`config.mk`:
```
export PLATFORM = sky130hd
export DESIGN_NAME = tlul_err_gate
export DESIGN_NICKNAME = d
export VERILOG_FILES = /design/src/rtl/tlul_pkg.sv /design/src/rtl/tlul_err.sv /design/src/rtl/tlul_err_gate.sv
export SDC_FILE = /design/constraint.sdc
export NUM_CORES = 1
export LEC_CHECK = 0
export ABC_CLOCK_PERIOD_IN_PS = 3950
export CAP_MARGIN = 20
export CELL_PAD_IN_SITES_DETAIL_PLACEMENT = 1
export CELL_PAD_IN_SITES_GLOBAL_PLACEMENT = 1
export CORE_UTILIZATION = 15
export CTS_CLUSTER_SIZE = 30
export DETAILED_ROUTE_END_ITERATION = 8
export PLACE_DENSITY = 0.91
export SETUP_SLACK_MARGIN = 0.1
export SLEW_MARGIN = 20
export SYNTH_ARGS = -nofsm -noshare
export SYNTH_HDL_FRONTEND = slang
export SYNTH_SLANG_ARGS = --single-unit
```
`constraint.sdc`:
```
create_clock -name clk_i -period 3.95 [get_ports clk_i]
set_input_delay 0.79 -clock clk_i [delete_from_list [all_inputs] [get_ports clk_i]]
set_output_delay 0.79 -clock clk_i [all_outputs]
set_load 0.02 [all_outputs]
```
`src/rtl/tlul_pkg.sv`:
```
// TL-UL bundle types and opcodes shared by the error gate and its checker.
// Ports: none (package only).
package tlul_pkg;

  typedef enum logic [2:0] {
    PutFullData    = 3'h0,
    PutPartialData = 3'h1,
    Get            = 3'h4
  } tl_a_op_e;

  typedef enum logic [2:0] {
    AccessAck     = 3'h0,
    AccessAckData = 3'h1
  } tl_d_op_e;

  // Opcode fields are plain vectors so illegal encodings can be carried.
  typedef struct packed {
    logic        a_valid;
    logic [2:0]  a_opcode;
    logic [2:0]  a_param;
    logic [1:0]  a_size;
    logic [7:0]  a_source;
    logic [31:0] a_address;
    logic [3:0]  a_mask;
    logic [31:0] a_data;
    logic        d_ready;
  } tl_h2d_t;

  typedef struct packed {
    logic        d_valid;
    logic [2:0]  d_opcode;
    logic [2:0]  d_param;
    logic [1:0]  d_size;
    logic [7:0]  d_source;
    logic        d_sink;
    logic [31:0] d_data;
    logic        d_error;
    logic        a_ready;
  } tl_d2h_t;

endpackage

```
`src/rtl/tlul_err.sv`:
```
// A-channel legality check for a 32-bit TL-UL bus.
// Ports: tl_i (host request, A fields examined), err_o (1 = illegal request).
module tlul_err
  import tlul_pkg::*;
(
  input  tl_h2d_t tl_i,
  output logic    err_o
);

  logic       op_ok;
  logic       addr_ok;
  logic       mask_ok;
  logic       full_ok;
  logic [3:0] lanes;

  always_comb begin
    op_ok   = (tl_i.a_opcode == Get)
            | (tl_i.a_opcode == PutFullData)
            | (tl_i.a_opcode == PutPartialData);
    addr_ok = 1'b0;
    lanes   = 4'h0;
    unique case (tl_i.a_size)
      2'd0: begin
        addr_ok = 1'b1;
        lanes   = 4'b0001 << tl_i.a_address[1:0];
      end
      2'd1: begin
        addr_ok = ~tl_i.a_address[0];
        lanes   = tl_i.a_address[1] ? 4'b1100 : 4'b0011;
      end
      2'd2: begin
        addr_ok = (tl_i.a_address[1:0] == 2'b00);
        lanes   = 4'hF;
      end
      default: begin
        addr_ok = 1'b0;
        lanes   = 4'h0;
      end
    endcase
    // Byte enables must stay inside the addressed lanes;
    // a full write must enable every one of them.
    mask_ok = ((tl_i.a_mask & ~lanes) == 4'h0);
    full_ok = (tl_i.a_opcode != PutFullData)
            | (tl_i.a_mask == lanes);
    err_o   = ~(op_ok & addr_ok & mask_ok & full_ok);
  end

  logic unused_tl;
  assign unused_tl = ^{tl_i.a_valid, tl_i.a_param,
                       tl_i.a_source, tl_i.a_data,
                       tl_i.d_ready};

endmodule

```
`src/rtl/tlul_err_gate.sv`:
```
// Screens TL-UL A requests; forwards legal ones, answers illegal ones locally
// with d_error=1, keeping responses in request order.
// Ports: clk_i, rst_i (sync, active-high), tl_h_i/tl_h_o (host side),
//        tl_d_o/tl_d_i (device side), err_cnt_o (only with TLUL_ERR_GATE_CNT_EN).
module tlul_err_gate
  import tlul_pkg::*;
#(
  parameter int unsigned MaxOutstanding = 4,
  parameter logic [31:0] ErrRspData     = 32'hFFFF_FFFF
) (
  input  logic    clk_i,
  input  logic    rst_i,
  input  tl_h2d_t tl_h_i,
  output tl_d2h_t tl_h_o,
  output tl_h2d_t tl_d_o,
  input  tl_d2h_t tl_d_i
`ifdef TLUL_ERR_GATE_CNT_EN
  ,
  output logic [15:0] err_cnt_o
`endif
);

  localparam int CntW = $clog2(MaxOutstanding + 1);

  typedef enum logic [1:0] {
    Pass,
    ErrWait,
    ErrRsp
  } gate_state_e;

  gate_state_e     state_q;
  gate_state_e     state_d;
  logic [CntW-1:0] cnt_q;
  logic [7:0]      src_q;
  logic [1:0]      size_q;
  logic [2:0]      op_q;

  logic err;
  logic bad;
  logic idle;
  logic full;
  logic accept_err;
  logic fwd_hs;
  logic dev_d_hs;

  tlul_err u_err (
    .tl_i  (tl_h_i),
    .err_o (err)
  );

  assign bad  = tl_h_i.a_valid & err;
  assign idle = (cnt_q == '0);
  assign full = (cnt_q == CntW'(MaxOutstanding));

  always_comb begin
    state_d        = state_q;
    accept_err     = 1'b0;
    tl_d_o         = tl_h_i;
    tl_h_o         = tl_d_i;
    tl_h_o.a_ready = 1'b0;
    unique case (state_q)
      Pass: begin
        if (bad) begin
          tl_d_o.a_valid = 1'b0;
          if (idle) begin
            accept_err     = 1'b1;
            tl_h_o.a_ready = 1'b1;
            state_d        = ErrRsp;
          end else begin
            state_d = ErrWait;
          end
        end else if (full) begin
          tl_d_o.a_valid = 1'b0;
        end else begin
          tl_h_o.a_ready = tl_d_i.a_ready;
        end
      end
      ErrWait: begin
        // Hold the bad request until every forwarded one has answered.
        tl_d_o.a_valid = 1'b0;
        if (!bad) begin
          state_d = Pass;
        end else if (idle) begin
          accept_err     = 1'b1;
          tl_h_o.a_ready = 1'b1;
          state_d        = ErrRsp;
        end
      end
      ErrRsp: begin
        tl_d_o.a_valid  = 1'b0;
        tl_d_o.d_ready  = 1'b0;
        tl_h_o.d_valid  = 1'b1;
        tl_h_o.d_opcode = (op_q == Get) ? AccessAckData : AccessAck;
        tl_h_o.d_param  = 3'h0;
        tl_h_o.d_size   = size_q;
        tl_h_o.d_source = src_q;
        tl_h_o.d_sink   = 1'b0;
        tl_h_o.d_data   = (op_q == Get) ? ErrRspData : 32'h0;
        tl_h_o.d_error  = 1'b1;
        if (tl_h_i.d_ready) begin
          state_d = Pass;
        end
      end
      default: begin
        state_d = Pass;
      end
    endcase
    if (rst_i) begin
      tl_h_o.d_valid = 1'b0;
      tl_h_o.a_ready = 1'b0;
      tl_d_o.a_valid = 1'b0;
      accept_err     = 1'b0;
    end
  end

  assign fwd_hs   = tl_d_o.a_valid & tl_d_i.a_ready;
  assign dev_d_hs = tl_d_i.d_valid & tl_d_o.d_ready;

  always_ff @(posedge clk_i) begin
    if (rst_i) begin
      state_q <= Pass;
      cnt_q   <= '0;
      src_q   <= '0;
      size_q  <= '0;
      op_q    <= '0;
    end else begin
      state_q <= state_d;
      if (fwd_hs && !dev_d_hs) begin
        cnt_q <= cnt_q + CntW'(1);
      end else if (!fwd_hs && dev_d_hs) begin
        cnt_q <= cnt_q - CntW'(1);
      end
      if (accept_err) begin
        src_q  <= tl_h_i.a_source;
        size_q <= tl_h_i.a_size;
        op_q   <= tl_h_i.a_opcode;
      end
    end
  end

`ifdef TLUL_ERR_GATE_CNT_EN
  logic [15:0] err_cnt_q;

  always_ff @(posedge clk_i) begin
    if (rst_i) begin
      err_cnt_q <= '0;
    end else if (accept_err && err_cnt_q != 16'hFFFF) begin
      err_cnt_q <= err_cnt_q + 16'd1;
    end
  end

  assign err_cnt_o = err_cnt_q;
`endif

endmodule

```
# Yosys cells after proc, flatten, opt, wreduce, memory -nomap -nowiden
# Cells that the tools add are included.
# classes
n_addsub,2
eq_ne,12
shifts,1
mux,28
n_bitwise,13
reduce_logical,15
# op_table
op,n
51-bit two-way mux,1
32-bit two-way mux,1
1-bit two-way mux,13
4-bit case mux with 3 select lines,1
2-bit two-way mux,5
"3-bit == test, second input constant",3
1-bit AND,6
2-bit logical NOT,3
3-bit logical NOT,2
3-bit two-way mux,2
2-bit case mux with 3 select lines,1
4-bit AND,1
"2-bit by 1-bit == test with 1-bit output, second input constant",2
"2-bit == test, second input constant",2
4-bit == test,1
4-bit logical NOT,1
4-bit two-way mux,1
"2-bit != test, second input constant",2
4-bit inverter,1
1-bit case mux with 2 select lines,2
2-bit OR reduction,2
"1-bit by 2-bit << shifter with 4-bit output, first input constant",1
"3-bit by 1-bit adder with 3-bit output, second input constant",1
"3-bit by 1-bit == test with 1-bit output, second input constant",1
10 further kinds,15
# word_totals
register_bits,18
in_bits,140
out_inout_bits,138
elab_cells,76

# Logic depth before layout (Yosys ltp)
# Gate-level depths: netlist of the first run.
# logic_depth
word_depth,17
ltp_mapped,14
depth_no_buf,14

# By module
# A second synthesis of the first run with hierarchy kept.
# hier_totals
hier_cells,296
area_unflattened_um2,2162.1
# by_module_without_submodules
module,instances,cells_per_inst,area_each_um2,seq_area_each_um2
tlul_err_gate,1,273,2013.2,360.3
tlul_err,1,23,148.9,0.0

# Least setup slack after synthesis of the first run
# Ideal clock, no wire load.
# synth_path
kind,input to register
start,input tl_h_i[77] (netlist bit)
end,register cnt_q[2]
setup_ps,70
t_arrival_ps,3214
required_ps,3880
path_slack_ps,665
stages,14
n_path_buf,0
cell_sequence,inv_1 -> a21oi_1 -> o21ai_0 -> ha_1 -> nor4_1 -> o211a_1 -> a32oi_1 -> nor4bb_1 -> ha_1 -> inv_1 -> fa_1 -> xor2_1 -> or3_1 -> a21oi_1
# synth_via
elab_chain_cells,16
elab_cells_between_ends,24
classes_between,3 x eq/ne; 6 x mux; 9 x bitwise; 6 x reduce/logical
# synth_lines
element,line_no,rtl
from (decl),tlul_err_gate.sv:13,"input tl_h2d_t tl_h_i,"
2-bit == test (tied with other cells),tlul_err.sv:22,unique case (tl_i.a_size)
4-bit case mux with 3 select lines,tlul_err.sv:22,
4-bit inverter,tlul_err.sv:42,mask_ok = ((tl_i.a_mask & ~lanes) == 4'h0);
4-bit AND,tlul_err.sv:42,
4-bit logical NOT,tlul_err.sv:42,
1-bit AND,tlul_err.sv:45,err_o = ~(op_ok & addr_ok & mask_ok & full_ok);
1-bit AND (*),tlul_err.sv:45,
1-bit inverter (*),tlul_err.sv:45,
1-bit AND (*),tlul_err_gate.sv:51,assign bad = tl_h_i.a_valid & err;
1-bit two-way mux (*),tlul_err_gate.sv:63,if (bad) begin
1-bit case mux with 2 select lines (*),tlul_err_gate.sv:61,unique case (state_q)
1-bit two-way mux (*),tlul_err_gate.sv:108,if (rst_i) begin
1-bit AND (*),tlul_err_gate.sv:116,assign fwd_hs = tl_d_o.a_valid & tl_d_i.a_ready;
1-bit logical NOT,tlul_err_gate.sv:130,end else if (!fwd_hs && dev_d_hs) begin
1-bit logical AND,tlul_err_gate.sv:130,
2-bit nonzero test (no source line),--,
to (signal assigned),tlul_err_gate.sv:129,cnt_q <= cnt_q + CntW'(1);
to (signal assigned),tlul_err_gate.sv:131,cnt_q <= cnt_q - CntW'(1);
to (decl),tlul_err_gate.sv:33,logic [CntW-1:0] cnt_q;
# Mark *: on every way between the ends. The rest lies on a longest branch, timed or not.
# A chain may end at the register's enable or synchronous reset.

# Final worst setup path of the first run
# layout_path
start,input tl_h_i[34] (netlist bit)
end,register cnt_q[2]
# layout_via
elab_chain_cells,13
elab_cells_between_ends,17
classes_between,1 x eq/ne; 4 x mux; 7 x bitwise; 5 x reduce/logical
# layout_lines
element,line_no
4-bit AND,tlul_err.sv:42
4-bit logical NOT,tlul_err.sv:42
1-bit AND,tlul_err.sv:45
1-bit AND (*),tlul_err.sv:45
1-bit inverter (*),tlul_err.sv:45
1-bit AND (*),tlul_err_gate.sv:51
1-bit two-way mux (*),tlul_err_gate.sv:63
1-bit case mux with 2 select lines (*),tlul_err_gate.sv:61
1-bit two-way mux (*),tlul_err_gate.sv:108
1-bit AND (*),tlul_err_gate.sv:116
1-bit logical NOT,tlul_err_gate.sv:130
1-bit logical AND,tlul_err_gate.sv:130
2-bit nonzero test (no source line),--
# Marks and branches as above.

==> results.yml, run 1 <==
setup_path:
  cp.depth: 12
  required_ns: 4.14
  r2r_cells: 10
  crit_path_end_kind: "register"
  path_cells: "clkdlybuf4s50_1 > ha_1 > nor4_2 > o211a_1 > a32oi_1 > nor4bb_1 > ha_2 > inv_1 > fa_1 > xor2_1 > or3_1 > a21oi_1"
  rr_startpoint: "cnt_q[0]$_SDFFE_PP0P_"
  start_kind: "primary input"
  r2r_slack_ns: 1.31
  r2r_end: "cnt_q[2]$_SDFFE_PP0P_"
  path_class: "primary input to register"
  crit_arrival_ns: 3.87
  crit_family: "simple AND/OR/NAND/NOR gates"
  critPathBufInv: 2
  slowest_stage: "clkdlybuf4s50_1"
  slowest_delay_ns: 0.46
  critPathMaxFanout: 3
clock_tree:
  cts-root-buf: "clkbuf_16"
  cts_tree: "built"
  clkTransAtPathRegs_ns: 0.06
  cts_buffer_depth: 2
  clock_latency_ns: 0.25
  cts_htree_levels: 1
  cts.sinks: 18
  ctsHoldBuffers: 0
  numCtsBuffers: 3
route:
  drcViolationCount: 0
  avgRoutedWirePerCell_um: 15.6
  num_vias: 2032
  drtAntennaViolNets: 0
  firstDrtPassIters: 4
  viasPerCell: 3.89
  drt_iter0_markers: 61
  routed_wl_mm: 8.13
sta:
  fin_crit_ns: 3.68
  fmax_mhz: 271
  max_slew_margin: 0.769
  fin_crit_sh: 0.933
  rsz0062_at_grt: "no"
  setup_viol: 0
  finalWorstSetupSlack_ns: 0.265
  worstMarginPinSlew_ns: 0.346
  finClkSkew_ns: 0.00167
  slew_violations: 0
  hold_viol: 0
  holdWs_ns: 0.487
worst_hold_path:
  whs_endpoint: "size_q[0]$_SDFFE_PP0P_"
  min_path_cells: 2
  worstHoldStart: "size_q[0]$_SDFFE_PP0P_"
  hold_class: "register to register"
floorplan:
  row_count: 42
  dieArea_um2: 14400
  start_util: 0.156
  die_h_um: 120
  die_w_um: 120
  core-area_um2: 13400
  io-pin-count: 278
synthesis:
  synth_top_family_by_area: "buffers and inverters"
  syn-num-nets: 424
  netlist_area_um2: 2090
  synth-seq-cells: 18
  synth_top_area_frac: 0.302
  synth_fa_ha_area_frac: 0.0395
  synth-seq-area-share: 0.172
  netlist_top_cells_area: "buf_4 (30%), dfxtp_1 (17%), nand2_1 (13%), mux2_2 (8.1%), mux2_4 (5.0%)"
  async_flop_share: 0
  synth_xor_area_frac: 0.00838
  yosys.area_share.simple: 0.247
  synth_edf_count: 0
  muxShareOfSynthArea: 0.141
  avgSynthCellArea_um2: 7.52
  yosys.area.top_type: "buf_4"
  synthFlopType: "dfxtp_1"
  ys_types: 33
  syn_inst: 278
  synth_warnings: 0
  synth_compound_area_frac: 0.0580
power_and_ir_drop:
  p_sw_frac: 0.352
  p_per_area_nw_per_um2: 300
  seqPwrFrac: 0.221
  peakVddDrop_v: 0.000139
  clock_power_share: 0.239
  p_int_uw: 636
  leakagePower_nw: 1.46
  switchingPower_uw: 346
  pwr-share-comb: 0.540
final_layout:
  final_layout_size_suffix_gt1_frac: 0.139
  fillers: 1587
  multiInputGateArea_um2: 1040
  fin_nets: 493
  insertedDiodeCount: 0
  area_growth_pct: 56.7
  seq_area_um2: 360
placement:
  dp_hpwl_mm: 6.59
  pre_cts_ws_ns: -0.401
  gp_congestion: 0.775
  numPortBuffers: 147
global_routing:
  grt_pass1_wl_mm: 11.9
  grt_pass1_vias: 2211
  overflow: 0
  grt_max_degree: 34
  track_usage: 0.106
  antenna_found_initial: 0
job:
  max-cap-violations: 0
outcome:
  outcome: "finished, final reports clean"
==> cells by family after synthesis <==
logic type                 count (synthesis)
xor gates and xnor gates                   2
adders and majority gates                  6
AOI/OAI and AO/OA                         18
buffers and inverters                     99
and+or+nand+nor                          111
muxes                                     24
DFF                                       18
==> through the flow <==
| stage | cell area, um2 | utilization | cells | TNS (ns) | power, mW |
|---|---|---|---|---|---|
| 2_1_floorplan | 2090 | - | 278 | 0 | 0.582 |
| 3_3_place_gp | 3190 | 0.238 | 517 | -0.188 | 0.741 |
| 3_5_place_dp | 3190 | 0.238 | 517 | -0.970 | 0.757 |
| 4_1_cts | 3280 | 0.245 | 521 | 0 | 1.00 |
| 5_1_grt | 3280 | 0.244 | 522 | 0 | 1.04 |
| 6_report | 3280 | 0.244 | 522 | 0 | 0.982 |
==> state kept, by name, summed over array words and instances (netlist names) <==
register  cells
size_q        2
state_q       2
op_q          3
cnt_q         3
src_q         8
==> placed cells by master (no fill, tap or decap), types with 5 or more instances in the layout <==
cell	netlist	layout
dfxtp_1	18	18
mux2_2	15	15
mux2_4	7	7
and2_1	8	8
a21oi_1	6	6
nor2_1	5	5
buf_4	84	13
clkdlybuf4s50_1	0	141
nor2b_1	13	13
nand2_1	70	69
o21ai_0	5	5
==> worst register-to-register path, delay by kind of cell, from the launching register on <==
kind / cells / cell delay [ns]
xor gates and xnor gates: 1 / 0.20
DFF: 1 / 0.42
AOI/OAI and AO/OA: 2 / 0.30
and+or+nand+nor: 4 / 0.93
adders and majority gates: 2 / 0.66
buffers and inverters: 1 / 0.06
==> cell usage after synthesis, drive strengths merged, types with 3 or more instances <==
library cell,number
buf,87
nand2,70
mux2,22
dfxtp,18
nor2b,13
clkbuf,9
and2,8
a21oi,6
ha,5
nor2,5
o21ai,5
inv,3
nand2b,3
nor3,3
==> area by class of cell <==
cell class	instances	area share
inverter	3	0.00344
timing repair buffer	160	0.473
clock buffer	4	0.0271
sequential	18	0.110
multi-input combinational	161	0.319
tap	176	0.0672
==> what timing repair did <==
action                                  4_1_cts  5_1_grt
pin swaps                                     3        3
hold endpoints to repair                      0        0
endpoints found under the setup margin        3        1
buffers inserted                              0        1
resized for setup                             9        7
==> power by group through the flow <==
stage | clock, mW | combinational [mW] | sequential [mW]
2_1_floorplan | 0 | 0.366 | 0.215
3_3_place_gp | 0 | 0.523 | 0.218
3_5_place_dp | 0 | 0.537 | 0.220
4_1_cts | 0.244 | 0.540 | 0.216
5_1_grt | 0.251 | 0.567 | 0.220
6_report | 0.234 | 0.530 | 0.217
==> worst max-delay path by stage <==
stage	from	end
after global routing	tl_h_i[38]	cnt_q[2]$_SDFFE_PP0P_
after detailed placement	tl_h_i[37]	cnt_q[2]$_SDFFE_PP0P_
after CTS	tl_h_i[37]	cnt_q[2]$_SDFFE_PP0P_
after global placement	tl_h_i[37]	tl_h_o[0]
after floorplan	tl_h_i[77]	cnt_q[2]$_SDFFE_PP0P_
final	tl_h_i[34]	cnt_q[2]$_SDFFE_PP0P_
==> routing by layer <==
layer	vias up	track usage	routed length (um)
li1	944	-	-
met4	0	0.0555	341
met1	940	0.117	3160
met5	-	0	0
met3	42	0.0290	677
met2	106	0.184	3950
Power figures use the tool's default switching activity.
==> inputs of run 2 (changes only) <==
--- a/config.mk
+++ b/config.mk
@@ -9,10 +9,13 @@
 export CAP_MARGIN = 20
 export CELL_PAD_IN_SITES_DETAIL_PLACEMENT = 1
 export CELL_PAD_IN_SITES_GLOBAL_PLACEMENT = 1
-export CORE_UTILIZATION = 15
+export CORE_AREA = 2 2 109 111
 export CTS_CLUSTER_SIZE = 30
 export DETAILED_ROUTE_END_ITERATION = 8
-export PLACE_DENSITY = 0.91
+export DIE_AREA = 0 0 111 113
+export DONT_BUFFER_PORTS = 1
+export PLACE_DENSITY = 0.54
+export RECOVER_POWER = 25
 export SETUP_SLACK_MARGIN = 0.1
 export SLEW_MARGIN = 20
 export SYNTH_ARGS = -nofsm -noshare
==> run 2 against run 1 <==
Effect of this change:
- via count shrank 30%
- largest cell class is now multi-input gates
- first-iteration DRC count shrank 38%
- routed wire length shrank 8.6%
- power shrank 25%
- critical endpoint unchanged
- design area shrank 48%
- final cell count shrank 36%
- sequential power is essentially flat
==> results.yml, run 2 (synthesis results as in run 1) <==
setup_path:
  r2r_cells: 10
  crit_arrival_ns: 3.49
  crit_end: "cnt_q[2]$_SDFFE_PP0P_"
  critPathMaxFanout: 6
  required_ns: 4.14
  slowest_delay_ns: 0.37
  slowest_stage: "fa_1"
  path_cells: "inv_1 > a21oi_1 > o21ai_0 > ha_1 > nor4_1 > o211a_1 > a32oi_1 > nor4bb_1 > ha_1 > inv_1 > fa_1 > xor2_1 > or3_1 > a21oi_1"
  r2r_slack_ns: 1.48
  start_kind: "primary input"
  crit_start: "tl_h_i[77]"
  r2r_end: "cnt_q[2]$_SDFFE_PP0P_"
  crit_path_end_kind: "register"
  rr_startpoint: "cnt_q[0]$_SDFFE_PP0P_"
  path_class: "primary input to register"
sta:
  holdWs_ns: 0.499
  fmax_mhz: 302
  finClkSkew_ns: 0.00118
  setup_viol: 0
  slew_violations: 0
  fin_crit_ns: 3.31
  worstMarginPinSlew_ns: 0.601
  finalWorstSetupSlack_ns: 0.644
  hold_viol: 0
  max_slew_margin: 0.598
  tns_ns: 0
  fin_crit_sh: 0.837
  rsz0062_at_grt: "no"
final_layout:
  final_layout_size_suffix_gt1_frac: 0.175
  fin_nets: 336
  mostFrequentLayoutCells: "nand2_1 (69), dfxtp_1 (18), mux2_2 (15), nor2b_1 (13), and2_1 (8)"
  regMostFlops: "src_q"
  top_regs: "src_q: 8 flops, cnt_q: 3 flops, op_q: 3 flops"
  fin_cells: 332
  final_common_cell: "nand2_1"
  area_growth_pct: -18.8
  largest_register_ffs: 8
  insertedDiodeCount: 0
placement:
  gp_congestion: 0.717
  dp_hpwl_mm: 6.25
  pre_cts_ws_ns: 0.368
  numPortBuffers: 0
  dp_cells: 328
floorplan:
  core-area_um2: 11300
  start_util: 0.185
  die_w_um: 111
  die_h_um: 113
  dieArea_um2: 12500
  io-pin-count: 278
  row_count: 39
global_routing:
  grt_pass1_vias: 1525
  overflow: 0
  antenna_found_initial: 0
  track_usage: 0.113
  grt_max_degree: 50
  grt_pass1_wl_mm: 10.5
clock_tree:
  cts_htree_levels: 1
  cts_setup_buffers: 0
  clkTransAtPathRegs_ns: 0.06
  ctsHoldBuffers: 0
  cts_tree: "built"
  cts.sinks: 18
  clock_latency_ns: 0.25
  cts_buffer_depth: 2
  cts_resized: 0
  numCtsBuffers: 3
  cts-root-buf: "clkbuf_16"
route:
  drtAntennaViolNets: 0
  routed_wl_mm: 7.44
  drcViolationCount: 0
  num_vias: 1429
  viasPerCell: 4.30
  firstDrtPassIters: 4
  avgRoutedWirePerCell_um: 22.4
  drt_iter0_markers: 38
worst_hold_path:
  hold_class: "register to register"
outcome:
  outcome: "finished, final reports clean"
power_and_ir_drop:
  p_per_area_nw_per_um2: 434
  peakVddDrop_v: 0.000159
  leakagePower_nw: 0.835
  power.total_uw: 738
job:
  max-cap-violations: 0
==> run 2: changes by cell type in the layout (fill, tap and decap cells not counted), sizes merged <==
cell           before  now
dlygate4sd2         3    0
clkdlybuf4s50     141    0
buf                13    3
clkbuf              7    4
==> run 2: how the worst min path moves through the flow <==
stage | start | to | slack, ns | depth (start not counted)
after floorplan | size_q[0]$_SDFFE_PP0P_ | size_q[0]$_SDFFE_PP0P_ | 0.45 | 2
after global placement | cnt_q[2]$_SDFFE_PP0P_ | cnt_q[2]$_SDFFE_PP0P_ | 0.48 | 2
after detailed placement | cnt_q[2]$_SDFFE_PP0P_ | cnt_q[2]$_SDFFE_PP0P_ | 0.49 | 2
after CTS | cnt_q[2]$_SDFFE_PP0P_ | cnt_q[2]$_SDFFE_PP0P_ | 0.50 | 2
after global routing | cnt_q[2]$_SDFFE_PP0P_ | cnt_q[2]$_SDFFE_PP0P_ | 0.54 | 2
final | size_q[0]$_SDFFE_PP0P_ | size_q[0]$_SDFFE_PP0P_ | 0.50 | 2
==> run 2: worst max-delay path: cells and delay by family <==
family,cells,cell delay [ns]
xor gates and xnor gates,1,0.18
AOI/OAI and AO/OA,5,0.78
adders and majority gates,3,0.80
and+or+nand+nor,3,0.85
buffers and inverters,2,0.11
==> run 2: cell type report <==
type                    count  area, um2
fillers                  1347       9570
inverters                   3       11.3
multi-input cells         161       1040
flip-flops and latches     18        360
repair buffers              3       22.5
well taps                 143        179
clock buffers               4       88.8
==> run 2: routing by layer <==
layer,share of wire,vias up,GRT usage
li1,-,633,-
met1,0.36,695,0.116
met2,0.54,87,0.214
met3,0.082,14,0.0396
met4,0.014,0,0.0333
met5,0,-,0
==> run 2: where the power goes <==
part,internal [mW],switching [mW],total [mW]
Clock,0.154,0.0799,0.234
Sequential,0.203,0.0135,0.216
Combinational,0.0862,0.201,0.287
==> run 2: metrics by stage <==
| stage | cell area [um2] | util |
|---|---|---|
| 5_1_grt | 1700 | 0.151 |
| 3_5_place_dp | 1610 | 0.143 |
| 3_3_place_gp | 1610 | 0.143 |
| 6_report | 1700 | 0.151 |
| 2_1_floorplan | 2090 | - |
| 4_1_cts | 1700 | 0.150 |
